[src/rtl/regfile_rv.sv]
// regfile_rv: RV32I register file with scoreboard, bypass and registered operands
module regfile_rv #(
    parameter int XLEN           = 32,
    parameter int REG_ADDR_WIDTH = 5
) (
    input  logic                      clock,
    input  logic                      reset_n,
    input  logic                      read_enable,
    input  logic [REG_ADDR_WIDTH-1:0] rs1,
    input  logic [REG_ADDR_WIDTH-1:0] rs2,
    input  logic [REG_ADDR_WIDTH-1:0] rd,
    input  logic                      issue_writes_rd,
    input  logic                      wb_enable,
    input  logic [REG_ADDR_WIDTH-1:0] wb_rd,
    input  logic [XLEN-1:0]           wb_data,
    output logic [XLEN-1:0]           rs1_value,
    output logic [XLEN-1:0]           rs2_value,
    output logic                      operands_valid,
    output logic                      stall,
    output logic [(1<<REG_ADDR_WIDTH)-1:0] busy
);
    localparam int NREG = 1 << REG_ADDR_WIDTH;

    logic [XLEN-1:0] regs [NREG];
    logic            hit1, hit2, issue;
    logic [XLEN-1:0] rd1, rd2;
    logic [NREG-1:0] clr_mask, set_mask;

    // Hazard detection, same-cycle writeback bypass and scoreboard masks
    always_comb begin
        hit1     = wb_enable && wb_rd == rs1;
        hit2     = wb_enable && wb_rd == rs2;
        stall    = read_enable && ((busy[rs1] && !hit1) || (busy[rs2] && !hit2));
        issue    = read_enable && !stall;
        rd1      = (rs1 == '0) ? '0 : hit1 ? wb_data : regs[rs1];
        rd2      = (rs2 == '0) ? '0 : hit2 ? wb_data : regs[rs2];
        clr_mask = wb_enable ? (NREG'(1) << wb_rd) : '0;
        set_mask = (issue && issue_writes_rd && rd != '0) ? (NREG'(1) << rd) : '0;
    end

    // Register array; x0 is never written so it stays zero
    always_ff @(posedge clock or negedge reset_n) begin
        if (!reset_n) begin
            for (int i = 0; i < NREG; i++) regs[i] <= '0;
        end else if (wb_enable && wb_rd != '0) begin
            regs[wb_rd] <= wb_data;
        end
    end

    // Operand capture on accepted issue; set beats clear so a new producer stays pending
    always_ff @(posedge clock or negedge reset_n) begin
        if (!reset_n) begin
            rs1_value      <= '0;
            rs2_value      <= '0;
            operands_valid <= 1'b0;
            busy           <= '0;
        end else begin
            operands_valid <= issue;
            if (issue) begin
                rs1_value <= rd1;
                rs2_value <= rd2;
            end
            busy <= (busy & ~clr_mask) | set_mask;
        end
    end
endmodule

[config.mk]
export PLATFORM = sky130hd
export DESIGN_NAME = regfile_rv
export DESIGN_NICKNAME = d
export VERILOG_FILES = /design/src/rtl/regfile_rv.sv
export SDC_FILE = /design/constraint.sdc
export NUM_CORES = 2
export LEC_CHECK = 0
export BUFFER_PORTS_ARGS = -buffer_cell sky130_fd_sc_hd__buf_2
export CORE_UTILIZATION = 50
export DETAILED_ROUTE_END_ITERATION = 7
export HOLD_SLACK_MARGIN = 0.15
export PLACE_DENSITY = 0.76
export RECOVER_POWER = 50
export SLEW_MARGIN = 20
export SYNTH_ARGS = -nofsm -noshare
export SYNTH_HDL_FRONTEND = slang
export SYNTH_SLANG_ARGS = --single-unit
[constraint.sdc]
create_clock -name clock -period 2.85 [get_ports clock]
set_clock_uncertainty 0.15 [all_clocks]
set_input_delay 0 -clock clock [delete_from_list [all_inputs] [get_ports clock]]
set_output_delay 0 -clock clock [all_outputs]
set_load 0.03 [all_outputs]
Word-level counts from Yosys, hierarchy flattened
Cells that the tools add are included.

storage, ports and cells
  flip-flop bits (word level) = 1,121
  input bits = 57

cells by class
  $lt $le $gt $ge = 6
  equality and inequality tests = 2
  shift operators = 2
  muxes and demuxes = 19
  bitwise operators = 6
  reductions and logical operators = 18

operators with widths
  cell                                                                          number
  1024-bit bitwise mux                                                          1
  32-bit two-way mux                                                            11
  32-bit binary-select mux with 5-bit select                                    2
  32-bit demux with 5-bit select                                                1
  1-bit by 5-bit left shift with 32-bit output, first input constant            2
  32-bit AND                                                                    1
  32-bit NOT                                                                    1
  32-bit OR                                                                     1
  6-bit >= comparator, second input constant                                    3
  5-bit NOT with 6-bit output                                                   3
  5-bit by 6-bit less-than comparator with 1-bit output, second input constant  2
  1-bit binary-select mux with 5-bit select                                     2
  5-bit == test                                                                 2
  1-bit logical AND                                                             10
  5-bit logical NOT                                                             2
  5-bit nonzero test                                                            2
  6-bit by 1-bit less-than comparator with 1-bit output, second input constant  1
  1-bit logical NOT                                                             3
  1-bit two-way mux                                                             2
  1-bit logical OR                                                              1

Longest topological paths before layout
  depth in word-level cells = 12
  mapped depth = 12

Worst setup path after synthesis
No wires, ideal clock.

  path type = reg-to-reg
  from = reg busy[23]
  to = reg rs1_value[0]
  library setup time = 125 ps
  data arrival time = 2,180 ps
  data required time = 2,575 ps
  slack = 395 ps
  stages on the path, launching flop included = 9
  path buffers = 1
  cell sequence = dfrtp_1 -> mux4_2 -> mux2i_1 -> o21ai_0 -> o2111ai_1 -> nand3_2 -> inv_2 -> buf_6 -> mux2_4

between the ends
  word-level cells in the longest chain between the ends = 7
  elaborated cells between the ends (all ways) = 10

RTL lines
  element                                    line  text
  start: declaration                         20    output logic [(1<<REG_ADDR_WIDTH)-1:0] busy
  start signal: assignment                   63    busy <= (busy & ~clr_mask) | set_mask;
  1-bit binary-select mux with 5-bit select  33    stall = read_enable && ((busy[rs1] && !hit1) || (busy[rs2] && !hit2));
  1-bit two-way mux (not written as such)    33
  1-bit logical AND                          33
  1-bit logical OR *                         33
  1-bit logical AND *                        33
  1-bit logical NOT *                        34    issue = read_enable && !stall;
  1-bit logical AND *                        34
  end signal: assignment                     60    rs1_value <= rd1;
  end: declaration                           16    output logic [XLEN-1:0] rs1_value,

Mark *: on every way between the ends. The rest lies on a longest branch, timed or not. The select of a mux whose other input is x is not followed.
A chain may end at the register's enable or synchronous reset.

Worst setup path after layout
  from = reg busy[20]
  to = out stall

between the ends
  word-level cells in the longest chain between the ends = 5
  elaborated cells between the ends (all ways) = 8

RTL lines
  element                                    line  text
  1-bit binary-select mux with 5-bit select  33
  1-bit two-way mux (not written as such)    33
  1-bit logical AND                          33
  1-bit logical OR *                         33
  1-bit logical AND *                        33
  end: declaration                           19    output logic stall,

Marks and branches as above.

==> flow_summary.toml <==
[outcome]
status = "finished with violations"
violations = "capacitance limit, slew limit, setup timing"

[power_and_ir_drop]
powerDensity_mw_per_mm2 = 707
p_int_mw = 33.8
seq_power_share_pct = 45.1
switching_share_pct = 29.2
clkPwrFrac_pct = 32.6
leakage_nw = 29.1
p_sw_mw = 13.9
p_total_mw = 47.8
combPwrFrac_pct = 22.3
vdd_ir_drop_max_mv = 0.474

[worst_setup_path]
worstSetupPathType = "reg2out"
cpPeakStageDelay_ns = 0.59
required_ns = 2.70
arrival_ns = 2.74
cp_num_buf_inv = 2
cp-start-kind = "flop"
critPathSlowestCell = "mux4_2"
crit_chain = "buf_6, mux2i_1, mux4_2, a22oi_2, nand4_1, and2_4, nor2b_4, buf_6"
critical_path.max_fanout = 3
end_kind = "output port"
crit_top_cell = "buf_6"
path_delay_family = "multiplexers"

[clock_network]
insertion_delay_ns = 0.74
cts-htree-levels = 3
clk_pin_slew_ns = 0.06
cts_max_path_buffers = 3
cts_sinks = 1121
numCtsBuffers = 114
cts-root-buf = "clkbuf_16"
cts_tree = "built"

[finish]
ff_latch_area_sq_mm = 0.0281
drive_above_1_share_pct = 49.1
multi_input_comb_area_sq_mm = 0.0293
syn2layout_area_growth_pct = 13.8
final_cells = 5905
nets = 4333
design_area_sq_mm = 0.0676
fillCellCount = 9043

[global_routing]
grt_pass1_vias = 42700
grt_overflow_total = 0
grt_pass1_wl_mm = 297
grt_max_degree = 139
track_usage_pct = 33.8
antenna_found_initial = 7

[detailed_routing]
ant_nets = 0
vias = 42100
drt_first_pass_iters = 5
drcViolationCount = 0
first_iter_violations = 5336
wire_per_inst_um = 34.3
wl_mm = 203
via_per_inst = 7.13

[placed_design]
post_dp_cell_area_sq_mm = 0.0633
port_buffers = 154
gp_congestion = 0.944
pre_cts_slack_ns = 0.152
dpl.cell_count = 5626
dp_hpwl_mm = 128

[timing]
worst_slew_pin_slew_ns = 1.91
slew_violations = 355
setup_violations = 3
finalHoldViolations = 0
rsz0062_at_grt = "yes"
slew_headroom_pct = -27.1
period_needed_ns = 2.89
timing.final.crit_share_pct = 101
timing.final.ws_setup_ns = -0.0420
final.setup.tns_ns = -0.0446
fmax_mhz = 346

[logic_synthesis]
synth_ff_type = "dfrtp_1"
synthDistinctLibCells = 63
synth_compound_area_share_pct = 5.98
ys_top_cells_by_area = "dfrtp_1 (47%), mux2_2 (20%), mux4_2 (17%)"
ys_ff_latch = 1121
synth_top_family_by_area = "multiplexers"
synth_top_area_share_pct = 47.3
yosys_warnings = 0
async_flop_share_pct = 100
synth_cells = 4097
synthesis.area_sq_mm = 0.0594
synth_fp_nets = 4154
synthTopCellsByCount = "dfrtp_1 (1,121), mux2_2 (1,057), mux4_2 (449), clkbuf_1 (256), o22ai_1 (109)"
synth_edf_count = 0
yosysMostFrequentCell = "dfrtp_1"
synthAdderAreaFrac_pct = 0
synth_mux_area_share_pct = 39.8
synth_xor_area_share_pct = 0.148
yosysTopAreaCell = "dfrtp_1"
ys_seq_area_share_pct = 47.3
synthSimpleGateAreaFrac_pct = 3.01
syn_area_per_cell_sq_um = 14.5

[die]
fp.dieH_um = 347
start_util_pct = 50.3
design.core.area_sq_mm = 0.118
ios = 155
fp.dieW_um = 347
num_rows = 126
design.die.area_sq_mm = 0.120

[min_path]
hp-class = "in2reg"

[job]
maxCapViolCount = 2
-- routing by layer --
metal	wire length (um)	part of all wire [%]	global-route usage (%)
met3	24000	12	9.36
met1	73500	36	44.2
met5	22	0.011	0
met2	90000	44	49.9
met4	15100	7.5	21.1
-- layout by cell type, fill, tap and decap left out, drive strengths merged, types with 13 or more instances in the layout --
cell and count:
a21oi 49, a22o 36, o21ai 37, dlygate4sd3 60
a22oi 62, nor2 71, mux2 1096, nor3 25
nand3 21, buf 341, o22ai 109, a32o 47
o211ai 25, nand2b 20, clkinv 26, a211oi 31
dfrtp 1121, a31oi 22, inv 25, mux4 449
clkbuf 281, nor2b 47, a221oi 25, mux2i 105
nand2 85, bufinv 13
-- power groups by stage --
stage               Combinational, mW  Clock [mW]  Sequential, mW
floorplan                        7.12           0            21.4
global placement                 10.2           0            21.4
detailed placement               10.4           0            21.6
CTS                              10.7        15.6            21.4
global route                     11.2        16.2            21.9
finish                           10.6        15.6            21.6
-- stage by stage --
stage / util [%] / hold WS [ns]
3_5_place_dp: 53.7 / -0.196
3_3_place_gp: 53.7 / -0.196
6_report: 57.3 / 0.167
2_1_floorplan: - / -0.446
4_1_cts: 57.5 / 0.158
5_1_grt: 57.3 / 0.142
-- worst min-delay path: cells and delay by family --
kind	cells	cell delay, ns
and+or+nand+nor	2	0.43
buffers and inverters	1	0.31
muxes	1	0.24
-- what timing repair did --
item / 4_1_cts / 5_1_grt
cloned: 1 / 0
setup endpoints to repair: 1 / 17
hold buffers: 62 / 0
pin swaps: 3 / 2
resized for setup: 7 / 7
buffers inserted: 7 / 2
endpoints found under the hold margin: 2210 / 0
-- cells by family after synthesis --
family          count (synthesis)
mux                          1650
buf+inv                       481
simple gates                  346
xor+xnor                       10
flops                        1121
compound gates                489
-- cell type report --
cell class,count,share of cell area (%)
diodes,4,0.0148
clock buffers,159,4.71
clock inverters,46,0.922
inverters,20,0.113
multi-input cells,2495,43.3
flip-flops and latches,1121,41.5
well taps,1536,2.84
repair buffers,524,6.55
-- registers in the layout, summed over array words and instances (netlist names) --
name and count:
busy 32, operands_valid 1, regs 1024, rs1_value 32, rs2_value 32
-- final timing paths --
check / cells after the start / to / start / slack [ns]
max: 8 / stall / busy[20] / -0.04
min: 4 / regs[214] / wb_rd[1] / 0.17
max reg2reg: 10 / rs2_value[20] / busy[20] / 0
min reg2reg: 0 / regs[998] / regs[998] / 0.25
max in group asynchronous: 6 / regs[93] / reset_n / 0.24
min in group asynchronous: 4 / regs[953] / reset_n / 0.67
Note: power is estimated with default switching activity, not from simulation.
